## config.mk

```make
export PLATFORM = sky130hd
export DESIGN_NAME = wb_write_queue
export DESIGN_NICKNAME = d
export VERILOG_FILES = /design/src/rtl/regfile_pkg.sv /design/src/rtl/decoder5_32.sv /design/src/rtl/wb_write_queue.sv
export SDC_FILE = /design/constraint.sdc
export NUM_CORES = 1
export LEC_CHECK = 0
export CAP_MARGIN = 20
export CORE_MARGIN = 1
export CORE_UTILIZATION = 30
export DETAILED_ROUTE_END_ITERATION = 12
export GPL_TIMING_DRIVEN = 0
export HOLD_SLACK_MARGIN = 0.08
export PLACE_DENSITY = 0.51
export RECOVER_POWER = 25
export SYNTH_ARGS = -nofsm -noshare
export SYNTH_HDL_FRONTEND = slang
export SYNTH_SLANG_ARGS = --single-unit
```

## constraint.sdc

```tcl
create_clock -name clk -period 5.85 [get_ports clk]
set_clock_uncertainty 0.2 [all_clocks]
set_input_delay 1.17 -clock clk [delete_from_list [all_inputs] [get_ports clk]]
set_output_delay 1.17 -clock clk [all_outputs]
set_load 0.02 [all_outputs]
```

## src/rtl/regfile_pkg.sv

```systemverilog
// Shared register-file types and constants for the write-back path.
package regfile_pkg;

    localparam int NREGS      = 32;
    localparam int REG_ADDR_W = 5;
    localparam int RF_DATA_W  = 64;

    typedef logic [REG_ADDR_W-1:0] reg_addr_t;

    localparam reg_addr_t XZR = 5'd31;

    typedef struct packed {
        reg_addr_t            addr;
        logic [RF_DATA_W-1:0] data;
    } wb_entry_t;

endpackage

```

## src/rtl/decoder5_32.sv

```systemverilog
// Combinational 5-to-32 one-hot decoder; all-zero output when disabled.
module decoder5_32
    import regfile_pkg::*;
(
    input  reg_addr_t         addr_i,
    input  logic              en_i,
    output logic [NREGS-1:0]  onehot_o
);

    assign onehot_o = en_i ? (NREGS'(1) << addr_i) : '0;

endmodule

```

## src/rtl/wb_write_queue.sv

```systemverilog
// Write-back queue: FIFO of register writes drained one per cycle into a one-hot write port.
// Optional macro WB_FWD_EN adds a combinational forwarding search (fwd_addr/fwd_hit/fwd_data).
module wb_write_queue
    import regfile_pkg::*;
#(
    parameter int DEPTH  = 4,
    parameter int DATA_W = 64
) (
    input  logic              clk,
    input  logic              reset_n,
    input  logic              wr_valid,
    output logic              wr_ready,
    input  reg_addr_t         wr_addr,
    input  logic [DATA_W-1:0] wr_data,
    input  logic              rf_ready,
    output logic [NREGS-1:0]  we_onehot,
    output logic [DATA_W-1:0] we_data,
    output logic [NREGS-1:0]  pending,
`ifdef WB_FWD_EN
    input  reg_addr_t         fwd_addr,
    output logic              fwd_hit,
    output logic [DATA_W-1:0] fwd_data,
`endif
    output logic              empty,
    output logic              full
);

    localparam int AW = $clog2(DEPTH);
    localparam int CW = AW + 1;

    logic [CW-1:0]     count_q, count_d;
    logic [AW-1:0]     wptr_q, wptr_d, rptr_q, rptr_d;
    reg_addr_t         mem_addr_q [DEPTH];
    logic [DATA_W-1:0] mem_data_q [DEPTH];
    logic              out_vld_q;
    reg_addr_t         out_addr_q;
    logic [DATA_W-1:0] out_data_q;

    logic              push, pop;
    logic [DEPTH-1:0]  ent_vld;
    logic [NREGS-1:0]  ent_oh [DEPTH];
    logic [NREGS-1:0]  out_oh;

    assign full     = (count_q == CW'(DEPTH));
    assign empty    = (count_q == '0);
    assign wr_ready = !full;
    // XZR writes complete the handshake but never occupy a slot
    assign push     = wr_valid && !full && (wr_addr != XZR);
    assign pop      = !empty && rf_ready;

    always_comb begin
        count_d = count_q;
        wptr_d  = wptr_q;
        rptr_d  = rptr_q;
        if (push) wptr_d = wptr_q + AW'(1);
        if (pop)  rptr_d = rptr_q + AW'(1);
        if (push && !pop)      count_d = count_q + CW'(1);
        else if (!push && pop) count_d = count_q - CW'(1);
    end

    always_ff @(posedge clk) begin
        if (!reset_n) begin
            count_q    <= '0;
            wptr_q     <= '0;
            rptr_q     <= '0;
            out_vld_q  <= 1'b0;
            out_addr_q <= '0;
            out_data_q <= '0;
        end else begin
            count_q   <= count_d;
            wptr_q    <= wptr_d;
            rptr_q    <= rptr_d;
            out_vld_q <= pop;
            if (pop) begin
                out_addr_q <= mem_addr_q[rptr_q];
                out_data_q <= mem_data_q[rptr_q];
            end
        end
    end

    always_ff @(posedge clk) begin
        if (push) begin
            mem_addr_q[wptr_q] <= wr_addr;
            mem_data_q[wptr_q] <= wr_data;
        end
    end

    // A slot is live when its distance from the head is below the count
    always_comb begin
        logic [AW-1:0] offs;
        ent_vld = '0;
        for (int i = 0; i < DEPTH; i++) begin
            offs       = AW'(i) - rptr_q;
            ent_vld[i] = ({1'b0, offs} < count_q);
        end
    end

    for (genvar g = 0; g < DEPTH; g++) begin : g_ent_dec
        decoder5_32 u_ent_dec (
            .addr_i   (mem_addr_q[g]),
            .en_i     (ent_vld[g]),
            .onehot_o (ent_oh[g])
        );
    end

    decoder5_32 u_out_dec (
        .addr_i   (out_addr_q),
        .en_i     (out_vld_q),
        .onehot_o (out_oh)
    );

    assign we_onehot = out_oh;
    assign we_data   = out_data_q;

    always_comb begin
        pending = out_oh;
        for (int i = 0; i < DEPTH; i++) pending = pending | ent_oh[i];
        pending[XZR] = 1'b0;
    end

`ifdef WB_FWD_EN
    // Walk oldest to youngest so the youngest match wins; output stage is oldest of all
    always_comb begin
        logic [AW-1:0] idx;
        fwd_hit  = 1'b0;
        fwd_data = '0;
        if (out_vld_q && out_addr_q == fwd_addr) begin
            fwd_hit  = 1'b1;
            fwd_data = out_data_q;
        end
        for (int k = 0; k < DEPTH; k++) begin
            idx = rptr_q + AW'(k);
            if (ent_vld[idx] && mem_addr_q[idx] == fwd_addr) begin
                fwd_hit  = 1'b1;
                fwd_data = mem_data_q[idx];
            end
        end
        if (fwd_addr == XZR) begin
            fwd_hit  = 1'b0;
            fwd_data = '0;
        end
    end
`endif

endmodule

```

==> results.txt <==
The number of instances in the placed design is 1,824, and the largest stage delay on the critical path is 0.60 ns. The antenna violation net count after detailed routing was 0; the register clock-pin slew on the reported worst setup and hold paths was 0.06 ns. CTS built an H-tree with a depth of 2.

In the layout the commonest cells are edfxtp_1, nand2_1, clkdlybuf4s50_1, dfxtp_1, a21boi_0. The area growth from synthesis to layout is 28.0%. The critical path is of the reg2out type. Headroom to the max-slew limit: 19.8%. The slowest cell on the critical path was a221oi_1.

STA classifies the critical path endpoint as an output pin. The mean post-synth cell area works out to 14.6 um^2. For this run, design rule violations remaining after detail routing come to 0.

The total via count after detailed routing is 9,365, and the logic gate share of total power is 29.6%. The most frequent standard cell in the layout excluding fill and tap cells is edfxtp_1. After the flow finishes, the layout carries non-filler instances totaling 1,896. In this run the horizontal extent of the chip is 223 um. The quantity of hold-fixing buffers added after cts is 0, and the leakage power is 0.00602 uW. The logs give 62,100 um for the first-pass GRT wire length and 28,900 um for the total half-perimeter wirelength after legalization and detailed placement. The number of buffers and inverters on the critical path is 3. In this run, synthesis inferred 276 flip-flops with an integrated enable.

TritonCTS built the clock tree. The root buffer cell chosen for the clock tree is clkbuf_16. The tools report the routability-driven placement congestion ratio as 0.919. The tools report the part of the power in registers as 41.3%. Across every metal layer, demand over resource in global routing totals 16.8%. Vertical die dimension: 223 um. Setup repair after global routing left no endpoint under its margin. The run gives 29.0% as the clock share of power. The starting utilization of the core area is 30.6%. Mapped cell area: 14,700 um^2. In this run, synthesis produced a sequential element count of 353. The total global routing overflow was 0; the final max-slew violation count was 0. The share of the Yosys chip area taken by registers is 67.0%.

The dominant delay contributor by cell family on the critical path was buffers and inverters. When the netlist entered floorplanning its net count stood at 1,087. The floorplan has 80 rows.

Walking the worst path, the cells encountered are buf_2 -> buf_4 -> xnor2_1 -> ha_1 -> nor2b_1 -> a211oi_1 -> a221oi_1 -> nand3_1 -> clkdlybuf4s50_1. Of all nets on the critical path, the largest fanout is 10. The maximum clock insertion buffer count came out at 3. Setup violations remaining at the end of the flow were counted as 0. Element type at the critical path start: a register. The final-report hold violation count is 0, and the latest clock arrival within the worst-skew pair is 0.52 ns. Measured on the finished design, the core utilization comes to 39.1%. The tools report the number of global-route vias before repair as 9,742.

The dominant synthesized flop cell is edfxtp_1. The flow ran to the end, and the final reports show no timing, DRC or antenna violations. Data on the critical path arrives at its endpoint at 4.32 ns. For the pin with the worst max-slew slack, the measured transition is 1.19 ns. In this run the worst hold path is classified as reg2reg. IR analysis of the VDD net gives a maximum drop of 173 uV. The clock net in this run drives a total of 353 sinks.

Synthesis handed over a netlist of 1,004 instances. The number of warnings reported in the yosys synthesis log is 0. Dividing the detail-routed wire length by the instance count gives 21.9 um. At the end of the flow, the number of nets in the layout was 1,333. The total iterations of the first detailed-routing run was 5. For this design the top-level I/O count stands at 204.

The maximum achievable frequency is 176 MHz, and the final period demand of the worst path is 5.69 ns. The tool flagged a number of max-cap violations equal to 0. STA puts the critical path data required time at 4.48 ns. The fraction of synthesis flops using an asynchronous set or reset pin came out at 0%. Net switching is 31.0% of the power. For this design the ratio of total power to cell area is 419 nW/um^2. The aggregate routed wire length came out at 41,600 um. The total internal power is 5420 uW. The tools report the number of antenna violations at the first check in global routing as 12. After detailed routing, the number of vias per cell comes to 4.94.

Entering global routing, the biggest net connects 39 pins. The number of buffers inserted during clock tree synthesis is 38, and the count of port buffers added during placement is 201. The overall die area is 49,800 um^2, and the ratio of cells with drive above 1 in the final layout is 13.2%. The run gives 57 as the count of unique library cells instantiated by Yosys. The core region is 47,900 um^2. The worst setup slack after placement was 0.459 ns; the switching component of the power was 2430 uW. After layout, the worst setup slack is 0.162 ns. Part of the cycle the worst path needs: 97.2%. The tools report the iteration-0 DRC count of the detailed router as 597.
-- registers in the layout, summed over array words and instances, names as in the netlist --
name / count
wptr_q: 2
out_addr_q: 5
we_data: 64
mem_data_q: 256
count_q: 3
rptr_q: 2
mem_addr_q: 20
out_vld_q: 1
-- cell families after synthesis --
kind of cell             after synthesis  synth area share [%]
adder cells (fa/ha/maj)               10                 0.905
other                                  1                0.0256
multiplexers                          71                  10.7
XOR/XNOR                               6                 0.358
buffers and inverters                 72                  2.18
AND/OR/NAND/NOR                      363                  11.9
AO/OA/AOI/OAI                        128                  6.89
flip-flops                           353                  67.0
-- power groups by stage --
stage          combinational (uW)  sequential, uW  clock [uW]
2_1_floorplan                1310            3410           0
3_3_place_gp                 2340            3320           0
3_5_place_dp                 2370            3300           0
4_1_cts                      2380            3250        2360
5_1_grt                      2540            3280        2440
6_report                     2330            3250        2280
-- synth_stat cells, types with 8 or more instances --
cell type / n / area [um^2]
buf_2: 13 / 65.1
nor2_1: 48 / 180
nand4_1: 32 / 200
and2_1: 13 / 81.3
nor2b_1: 17 / 106
nand2_1: 165 / 619
a21boi_0: 70 / 526
inv_1: 12 / 45.0
a21oi_1: 20 / 100
edfxtp_1: 276 / 8290
mux4_2: 69 / 1550
nand2b_1: 14 / 87.6
a22oi_1: 8 / 60.1
ha_1: 9 / 113
nand3_1: 38 / 190
clkbuf_1: 29 / 109
buf_4: 9 / 67.6
dfxtp_1: 77 / 1540
-- layout make-up --
cell class / count / area, um^2
Clock inverter: 11 / 57.6
Clock buffer: 58 / 1140
Antenna cell: 2 / 5.00
Tap cell: 615 / 769
Buffer: 57 / 264
Sequential cell: 353 / 9830
Fill cell: 4567 / 29200
Inverter: 14 / 52.6
Multi-Input combinational cell: 579 / 4520
Timing Repair Buffer: 207 / 2130
-- final timing paths --
kind / startpoint / end / slack [ns] / cells after the start
worst max register to register: count_q[2] / count_q[2] / 2.56 / 11
worst min register to register: we_data[12] / we_data[12] / 0.26 / 2
worst max-delay path: rptr_q[0] / pending[21] / 0.16 / 9
worst min-delay path: we_data[12] / we_data[12] / 0.26 / 2
-- through the flow --
stage	total power (uW)	instance area (um^2)	hold WS [ns]	setup TNS, ns
finish	7860	18800	0.262	0
global route	8260	18800	0.287	0
CTS	7990	18700	0.267	0
detailed placement	5670	17600	0.260	0
global placement	5660	17400	0.252	-186.02
floorplan	4720	14700	0.265	0
-- per-layer routing --
layer / track usage, % / part of all wire [%] / vias to the layer above
li1: - / - / 4318
met1: 21.4 / 42 / 4653
met2: 28.1 / 48 / 290
met3: 4.00 / 6.7 / 86
met4: 5.45 / 2.9 / 18
met5: 0 / 0.30 / -
-- worst register-to-register path, cell delays in order (launching register included) --
cell and delay [ns]:
dfxtp_1 0.37, buf_2 0.19, o31a_1 0.32, buf_2 0.25, inv_2 0.28, buf_2 0.32, ha_1 0.23, inv_1 0.06
fa_1 0.37, xor2_1 0.18, or3_1 0.30, a21boi_0 0.15
-- repair_timing --
item,4_1_cts,5_1_grt
setup endpoints to repair,4,2
pin swaps,0,1
resized for setup,0,0
hold endpoints to repair,0,0
setup buffers,0,2
(Power assumes the default switching activity.)
